$ cat src/rtl/alu_pkg.sv
// Types and constants shared by the ALU shifter and the sequential normalizer.
package alu_pkg;

  localparam int DEFAULT_DATA_WIDTH = 8;

  localparam logic NORM_UNSIGNED = 1'b0;
  localparam logic NORM_SIGNED   = 1'b1;

  typedef enum logic [1:0] {
    IDLE,
    SHIFT,
    DONE
  } norm_state_t;

endpackage

$ cat src/rtl/seq_normalizer_if.sv
// Operand/result handshake bundle for seq_normalizer.
// The signed_mode wire exists only when SEQ_NORM_SIGNED_EN is defined.
interface seq_normalizer_if
  import alu_pkg::*;
#(
  parameter int DATA_WIDTH         = DEFAULT_DATA_WIDTH,
  parameter int SHIFT_AMOUNT_WIDTH = $clog2(DATA_WIDTH)
);
  logic                          in_valid;
  logic                          in_ready;
  logic [DATA_WIDTH-1:0]         in_data;
  logic                          out_valid;
  logic                          out_ready;
  logic [DATA_WIDTH-1:0]         out_data;
  logic [SHIFT_AMOUNT_WIDTH-1:0] shift_count;
  logic                          zero;
`ifdef SEQ_NORM_SIGNED_EN
  logic                          signed_mode;
`endif

  modport master (
    output in_valid, in_data, out_ready,
`ifdef SEQ_NORM_SIGNED_EN
    output signed_mode,
`endif
    input  in_ready, out_valid, out_data, shift_count, zero
  );

  modport slave (
    input  in_valid, in_data, out_ready,
`ifdef SEQ_NORM_SIGNED_EN
    input  signed_mode,
`endif
    output in_ready, out_valid, out_data, shift_count, zero
  );
endinterface

$ cat src/rtl/seq_normalizer_norm_detect.sv
// norm_detect: combinational "is this value normalized" test for unsigned
// (MSB set) or signed (top two bits differ) interpretation.
module norm_detect
  import alu_pkg::*;
#(
  parameter int DATA_WIDTH = DEFAULT_DATA_WIDTH
) (
  input  logic [DATA_WIDTH-1:0] value,
  input  logic                  mode,
  output logic                  is_normalized
);

  always_comb begin
    if (mode == NORM_SIGNED) is_normalized = value[DATA_WIDTH-1] ^ value[DATA_WIDTH-2];
    else                     is_normalized = value[DATA_WIDTH-1];
  end

endmodule

$ cat src/rtl/seq_normalizer.sv
// Iterative left-normalizer: one shift per clock, returns the normalized value
// and the shift amount. Signed normalization is built in with SEQ_NORM_SIGNED_EN.
module seq_normalizer
  import alu_pkg::*;
#(
  parameter int DATA_WIDTH         = DEFAULT_DATA_WIDTH,
  parameter int SHIFT_AMOUNT_WIDTH = $clog2(DATA_WIDTH)
) (
  input logic          clk,
  input logic          rst_n,
  seq_normalizer_if.slave bus
);

  norm_state_t                   state, state_d;
  logic [DATA_WIDTH-1:0]         work, work_d;
  logic [SHIFT_AMOUNT_WIDTH-1:0] count, count_d;
  logic                          zero_q, zero_d;
  logic                          mode_now;
  logic                          is_norm;

`ifdef SEQ_NORM_SIGNED_EN
  logic mode_q, mode_d;
  assign mode_now = mode_q;
`else
  assign mode_now = NORM_UNSIGNED;
`endif

  norm_detect #(.DATA_WIDTH(DATA_WIDTH)) u_detect (
    .value         (work),
    .mode          (mode_now),
    .is_normalized (is_norm)
  );

  always_ff @(posedge clk or negedge rst_n) begin
    if (!rst_n) begin
      state  <= IDLE;
      work   <= '0;
      count  <= '0;
      zero_q <= 1'b0;
`ifdef SEQ_NORM_SIGNED_EN
      mode_q <= NORM_UNSIGNED;
`endif
    end else begin
      state  <= state_d;
      work   <= work_d;
      count  <= count_d;
      zero_q <= zero_d;
`ifdef SEQ_NORM_SIGNED_EN
      mode_q <= mode_d;
`endif
    end
  end

  always_comb begin
    state_d = state;
    work_d  = work;
    count_d = count;
    zero_d  = zero_q;
`ifdef SEQ_NORM_SIGNED_EN
    mode_d  = mode_q;
`endif
    case (state)
      IDLE: begin
        if (bus.in_valid) begin
          work_d  = bus.in_data;
          count_d = '0;
`ifdef SEQ_NORM_SIGNED_EN
          mode_d  = bus.signed_mode;
`endif
          // A zero operand can never normalize, so skip straight to the result.
          if (bus.in_data == '0) begin
            zero_d  = 1'b1;
            state_d = DONE;
          end else begin
            zero_d  = 1'b0;
            state_d = SHIFT;
          end
        end
      end
      SHIFT: begin
        if (is_norm) begin
          state_d = DONE;
        end else begin
          work_d  = {work[DATA_WIDTH-2:0], 1'b0};
          count_d = count + SHIFT_AMOUNT_WIDTH'(1);
        end
      end
      DONE: begin
        if (bus.out_ready) state_d = IDLE;
      end
      default: state_d = IDLE;
    endcase
  end

  assign bus.in_ready    = (state == IDLE);
  assign bus.out_valid   = (state == DONE);
  assign bus.out_data    = work;
  assign bus.shift_count = count;
  assign bus.zero        = zero_q;

endmodule

$ cat src/flat_wrapper.sv
// flat-port wrapper written by rule: the top's interface ports become plain ports
module seq_normalizer_flat import alu_pkg::*;
#(
  parameter int DATA_WIDTH         = DEFAULT_DATA_WIDTH,
  parameter int SHIFT_AMOUNT_WIDTH = $clog2(DATA_WIDTH)
)
  (clk, rst_n, bus_in_valid, bus_in_data, bus_out_ready, bus_in_ready, bus_out_valid, bus_out_data, bus_shift_count, bus_zero);
  seq_normalizer_if #(.DATA_WIDTH(DATA_WIDTH), .SHIFT_AMOUNT_WIDTH(SHIFT_AMOUNT_WIDTH)) bus_i ();
  input logic clk;
  input logic rst_n;
  input wire logic [$bits(bus_i.in_valid)-1:0] bus_in_valid;
  input wire logic [$bits(bus_i.in_data)-1:0] bus_in_data;
  input wire logic [$bits(bus_i.out_ready)-1:0] bus_out_ready;
  output wire logic [$bits(bus_i.in_ready)-1:0] bus_in_ready;
  output wire logic [$bits(bus_i.out_valid)-1:0] bus_out_valid;
  output wire logic [$bits(bus_i.out_data)-1:0] bus_out_data;
  output wire logic [$bits(bus_i.shift_count)-1:0] bus_shift_count;
  output wire logic [$bits(bus_i.zero)-1:0] bus_zero;
  assign bus_i.in_valid = bus_in_valid;
  assign bus_i.in_data = bus_in_data;
  assign bus_i.out_ready = bus_out_ready;
  assign bus_in_ready = bus_i.in_ready;
  assign bus_out_valid = bus_i.out_valid;
  assign bus_out_data = bus_i.out_data;
  assign bus_shift_count = bus_i.shift_count;
  assign bus_zero = bus_i.zero;
  seq_normalizer #(.DATA_WIDTH(DATA_WIDTH), .SHIFT_AMOUNT_WIDTH(SHIFT_AMOUNT_WIDTH)) u_core (.clk(clk), .rst_n(rst_n), .bus(bus_i));
endmodule
$ cat config.mk
export PLATFORM = sky130hd
export DESIGN_NAME = seq_normalizer_flat
export DESIGN_NICKNAME = d
export VERILOG_FILES = /design/src/rtl/alu_pkg.sv /design/src/rtl/seq_normalizer_if.sv /design/src/rtl/seq_normalizer_norm_detect.sv /design/src/rtl/seq_normalizer.sv /design/src/flat_wrapper.sv
export SDC_FILE = /design/constraint.sdc
export NUM_CORES = 1
export LEC_CHECK = 0
export ABC_AREA = 1
export CAP_MARGIN = 0
export CORE_MARGIN = 3
export CORE_UTILIZATION = 43
export DETAILED_ROUTE_END_ITERATION = 10
export PLACE_DENSITY = 0.85
export REMOVE_ABC_BUFFERS = 1
export SYNTH_ARGS = -nofsm -noshare
export SYNTH_HDL_FRONTEND = slang
export SYNTH_SLANG_ARGS = --single-unit
$ cat constraint.sdc
create_clock -name clk -period 1.31 [get_ports clk]
set_input_delay 0.1965 -clock clk [delete_from_list [all_inputs] [get_ports clk]]
set_output_delay 0.1965 -clock clk [all_outputs]
set_load 0.03 [all_outputs]
==> qor.txt, run 1 <==
Period minus WS final: 1.26 ns
global route overflow: 0
WHS: 0.228 ns
CP max-delay cell: dlygate4sd2_1
first-pass GRT wire length: 2630 µm
CTS tree: built
DR WL/cell: 11.1 µm
top area cells in the synthesized netlist: dfrtp_1 47%, nand2_1 23%, nor2_1 5.5%
Bufs and invs on worst path: 1
router iterations before antenna repair: 4
CP startpoint: u_core.bus.shift_count[2]$_DFFE_PN0P_
Slew HR: 79.8%
Seq cells post-synth: 14
CTS buffer count: 3
max-cap violations: 0
DP HPWL: 1260 µm
Hold Vio Cnt, Final: 0
cell area after synthesis: 744 µm²
Synth Warn #: 0
routed vias/inst: 4.85
worst-path maximum fanout: 3
Post-Place Cells: 143
Worst setup endpoint: bus_shift_count[2]
Worst R2R Start: u_core.state[0]$_DFFE_PN0P_
Worst path top cell family by delay: buffers and inverters
GRT Total Usage: 16.6%
vias in the first global route: 654
row cnt: 14
RSZ-0062 raised after global routing: no
initial antenna violation count: 0
total number of vias: 722
Residual DRC: 0
r2r worst-path depth: 5
Initial Util: 47.8%
Worst Skew: 0.000542 ns
Critical Path Stages: 1
share of cells above drive strength 1: 17.3%
R2R Path End: u_core.state[1]$_DFFE_PN0P_
largest net degree at the start of global routing: 15
cts hold-fix bufs: 0
hold crit path type: primary input to async pin
dominant cell type by area after synthesis: dfrtp_1
Post-Syn Area per Cell: 7.44 µm²
CP max stage delay: 0.41 ns
Placeable Area: 1560 µm²
highest clock rate: 791 MHz
htree depth: 1
Die Span Y: 47.6 µm
global placement routability congestion: 0.829
crit path DAT: 1.07 ns
Layout Nets: 147
Die Area: 2270 µm²
I/O Pins: 26
Cell Pwr Density: 2310 nW/µm²
Slew Limit Fails: 0
Die W: 47.6 µm
Slew @ Worst Pin: 0.305 ns
Diodes inserted: 0
final std cells w/o fill: 149
Clk pin slew, worst setup/hold paths: 0.08 ns
outcome: complete, no violations
Final ANT Viol Nets: 0
CP cell instances: dlygate4sd2_1
Worst EP required: 1.11 ns
# fillers: 139
Critical Path Sink Type: primary output
post-synthesis cell count: 100
Static Leak: 0.000605 µW
setup_tns: 0 ns
Clk Latency, worst-skew pair: 0.28 ns
Netlist cell types: 19
critical setup path kind: flop to primary output
post-synth top area share: 47.1%
Max clock buf depth: 2
Final Setup Violations: 0
register area share after synthesis: 47.1%
Final Cycle Share: 96.5%
R2R setup slack: 0.18 ns
Sink Count: 14
IO Port Bufs: 25
wirelength, routed: 1650 µm
Starting DRT DRC Count: 15
VDD IR-drop max: 0.00108 V
Layout area overhead: 44.5%
CTS root buf: clkbuf_4
Startpoint Class: flop
-- report_power, final --
group,switching (µW),internal (µW),total (µW)
sequential,145,611,755
combinational,901,517,1420
clock,142,169,311
total,1190,1300,2490
-- state kept, by name, indices dropped and copies added (netlist names) --
| signal | cells |
|---|---|
| u_core.bus.out_data | 8 |
| u_core.state | 2 |
| u_core.bus.zero | 1 |
| u_core.bus.shift_count | 3 |
-- logic make-up after synthesis --
| group | share of synthesized area (%) |
|---|---|
| compound gates | 2.69 |
| flops | 47.1 |
| xor+xnor | 1.18 |
| buf+inv | 8.24 |
| fa+ha+maj | 1.68 |
| simple gates | 37.8 |
| mux | 1.34 |
-- worst min-delay path by stage --
stage | from | cells past startpoint | endpoint | slack [ns]
after floorplan | rst_n | 0 | u_core.bus.out_data[0]$_DFFE_PN0P_ | -0.1
after global placement | u_core.bus.zero$_DFFE_PN0P_ | 2 | u_core.bus.zero$_DFFE_PN0P_ | 0.47
after detailed placement | u_core.bus.zero$_DFFE_PN0P_ | 2 | u_core.bus.zero$_DFFE_PN0P_ | 0.47
after CTS | rst_n | 2 | u_core.state[1]$_DFFE_PN0P_ | 0.23
after global routing | rst_n | 2 | u_core.state[1]$_DFFE_PN0P_ | 0.24
final | rst_n | 2 | u_core.state[1]$_DFFE_PN0P_ | 0.23
-- metal layers --
| metal | up-vias | part of all wire [%] | GRT usage (%) |
|---|---|---|---|
| met5 | - | 0 | 0 |
| met4 | 0 | 2.0 | 8.06 |
| met3 | 5 | 7.5 | 4.51 |
| met2 | 32 | 50 | 27.5 |
| met1 | 320 | 40 | 19.9 |
| li1 | 365 | - | - |
-- synthesized netlist by cell type, drive strengths merged --
master and number:
nor2 13, inv 13, mux2i 1, a21oi 1, nand2 48, nor3 1
buf 1, xor2 1, nand3 3, o21ai 3, ha 1, dfrtp 14
-- repair_timing --
item                       in CTS  in global routing
setup buffers                   0                  2
gates resized for setup        14                  6
setup endpoints to repair      13                  6
-- metrics by stage --
| step | setup WS, ns | utilization (%) | power, µW | cell area, µm² |
|---|---|---|---|---|
| after floorplan | -0.00721 | - | 1650 | 737 |
| after global placement | 0.0871 | 65.7 | 2170 | 1020 |
| after detailed placement | 0.0613 | 65.7 | 2200 | 1020 |
| after CTS | 0.0123 | 67.5 | 2440 | 1050 |
| after global routing | 0.00128 | 69.0 | 2680 | 1080 |
| final | 0.0460 | 69.0 | 2490 | 1080 |
-- cell type report --
cell class	count	area, µm²	share of cell area, %
flip-flops and latches	14	353	32.8
multi-input cells	72	340	31.6
repair buffers	30	273	25.3
inverters	13	53.8	5.00
clock buffers	4	36.3	3.37
well taps	16	20.0	1.86
-- cells in the final DEF, fill, tap and decap left out --
master	n
ha_1	1
inv_1	10
clkbuf_4	3
clkbuf_8	1
inv_4	2
nand3_1	2
nand2_1	45
nand2_4	2
nand3_2	1
o21ai_0	3
buf_4	7
clkdlybuf4s50_1	11
inv_2	1
nor2_2	1
xor2_1	1
nand2_2	1
dfrtp_2	2
clkdlybuf4s15_1	4
nor2_4	2
dlygate4sd2_1	8
nor3_1	1
nor2_1	10
dfrtp_1	12
mux2i_1	1
a21oi_1	1
No activity file was read; power rests on OpenSTA's default activity.
==> run 2, diff against run 1 <==
Settings changed: CELL_PAD_IN_SITES_DETAIL_PLACEMENT set to 0, CELL_PAD_IN_SITES_GLOBAL_PLACEMENT set to 1, CORE_UTILIZATION 43 to 27, PLACE_DENSITY 0.85 to 0.81.
Clock period 1.31 ns to 1.1 ns, I/O delays scaled along.
==> run 2 against run 1 <==
Compared with the run above: the run now ends with negative setup slack left; clock-buffer cell count unchanged; power increased by 42%; combinational power increased by 54%; register-to-register slack got worse by 0.26 ns; utilization decreased by 21 points; critical endpoint is now bus_out_valid; largest cell class is now multi-input combinational cells; largest power group unchanged.
==> qor.txt, run 2 (same netlist as run 1, synthesis figures left out) <==
share of cells above drive strength 1: 37.3%
Max clock buf depth: 2
initial antenna violation count: 0
most frequent cells in the layout: 41 x nand2_1, 22 x buf_4, 11 x clkdlybuf4s50_1, 11 x dfrtp_1, 10 x inv_1
Residual DRC: 0
I/O Pins: 26
Clk pin slew, worst setup/hold paths: 0.09 ns
DP HPWL: 1340 µm
CTS tree: built
Hold Vio Cnt, Final: 0
Cell Pwr Density: 2850 nW/µm²
Worst EP required: 0.94 ns
outcome: finished with violations
Startpoint Class: flop
most common cell after layout, fill and taps aside: nand2_1
max FFs per register: 8
Placeable Area: 2540 µm²
critical setup path kind: flop to primary output
router iterations before antenna repair: 4
CTS buffer count: 3
RSZ-0062 raised after global routing: yes
Slew @ Worst Pin: 0.219 ns
max-cap violations: 0
Post-Place Cells: 159
R2R setup slack: -0.08 ns
Clk Latency, worst-skew pair: 0.27 ns
GRT Total Usage: 12.0%
Sink Count: 14
Die Span Y: 58.5 µm
Final ANT Viol Nets: 0
Layout Nets: 156
Critical Path Sink Type: primary output
DR WL/cell: 12.0 µm
VDD IR-drop max: 0.00142 V
Layout area overhead: 65.7%
Period minus WS final: 1.23 ns
WHS: 0.192 ns
cts hold-fix bufs: 0
IO Port Bufs: 25
CTS root buf: clkbuf_4
Worst Skew: 0.000816 ns
total number of vias: 748
Static Leak: 0.000653 µW
final std cells w/o fill: 172
Slew HR: 85.3%
Final Setup Violations: 14
Die Area: 3420 µm²
largest net degree at the start of global routing: 15
global route overflow: 0
failing checks: negative setup slack
hold crit path type: primary input to async pin
Slew Limit Fails: 0
first-pass GRT wire length: 3080 µm
crit path DAT: 1.07 ns
vias in the first global route: 702
highest clock rate: 812 MHz
wirelength, routed: 2060 µm
routed vias/inst: 4.35
worst-path maximum fanout: 3
row cnt: 18
global placement routability congestion: 0.815
Starting DRT DRC Count: 7
Final Cycle Share: 112%
Initial Util: 29.3%
Diodes inserted: 0
min setup slack post-route: -0.131 ns
Die W: 58.5 µm
htree depth: 1
-- run 2: cell types whose count changed in the layout (fill, tap and decap cells not counted), sizes merged --
cell           change
buf               +20
dlygate4sd2        -8
clkdlybuf4s15      -4
inv                +1
-- run 2: layout make-up --
cell class	instances	area, µm²
Timing Repair Buffer	38	340
Tap cell	30	37.5
Multi-Input combinational cell	72	400
Fill cell	255	1310
Inverter	13	58.8
Sequential cell	14	354
Timing Repair inverter	1	6.26
Clock buffer	4	36.3
-- run 2: path summary, 6_finish.rpt --
check	start	to	cells after the start
min in group clk	bus_in_data[0]	u_core.bus.out_data[0]$_DFFE_PN0P_	3
max in group asynchronous	rst_n	u_core.state[0]$_DFFE_PN0P_	2
worst max register to register	u_core.state[1]$_DFFE_PN0P_	u_core.bus.shift_count[2]$_DFFE_PN0P_	7
worst min register to register	u_core.bus.zero$_DFFE_PN0P_	u_core.bus.zero$_DFFE_PN0P_	2
worst max-delay path	u_core.state[0]$_DFFE_PN0P_	bus_out_valid	3
worst min-delay path	rst_n	u_core.bus.out_data[3]$_DFFE_PN0P_	2
-- run 2: routing by layer --
layer	share of wire, %	GRT usage (%)	vias to the layer above
met3	5.5	3.29	4
li1	-	-	385
met2	49	19.3	21
met1	44	14.6	338
met5	0	0	-
met4	1.5	5.96	0
-- run 2: critical path, cell delays in order (launching register included) --
cell and delay, ns:
dfrtp_2 0.45, buf_6 0.13, nor2_4 0.07, buf_6 0.13
-- run 2: what timing repair did --
action                     4_1_cts  5_1_grt
resized for setup               16       10
pin swaps                       16       11
setup endpoints to repair       13       16
hold endpoints to repair         0        0
gates cloned                     1        0
buffers inserted                 5        3
-- run 2: through the flow --
stage | instance area, µm² | setup WS [ns] | utilization [%] | TNS [ns] | power (µW)
floorplan | 737 | -0.217 | - | -2.29 | 1960
finish | 1230 | -0.131 | 48.5 | -0.961 | 3520
global placement | 1030 | -0.0854 | 40.4 | -0.809 | 2540
CTS | 1170 | -0.134 | 46.1 | -0.896 | 3310
detailed placement | 1030 | -0.0998 | 40.4 | -1.13 | 2550
global route | 1230 | -0.173 | 48.5 | -1.57 | 3750
-- run 2: power by group --
group	switching [µW]	total (µW)	internal (µW)	leakage [µW]
combinational	1280	2190	911	0.000457
clock	167	368	201	0.0000210
sequential	226	957	731	0.000175
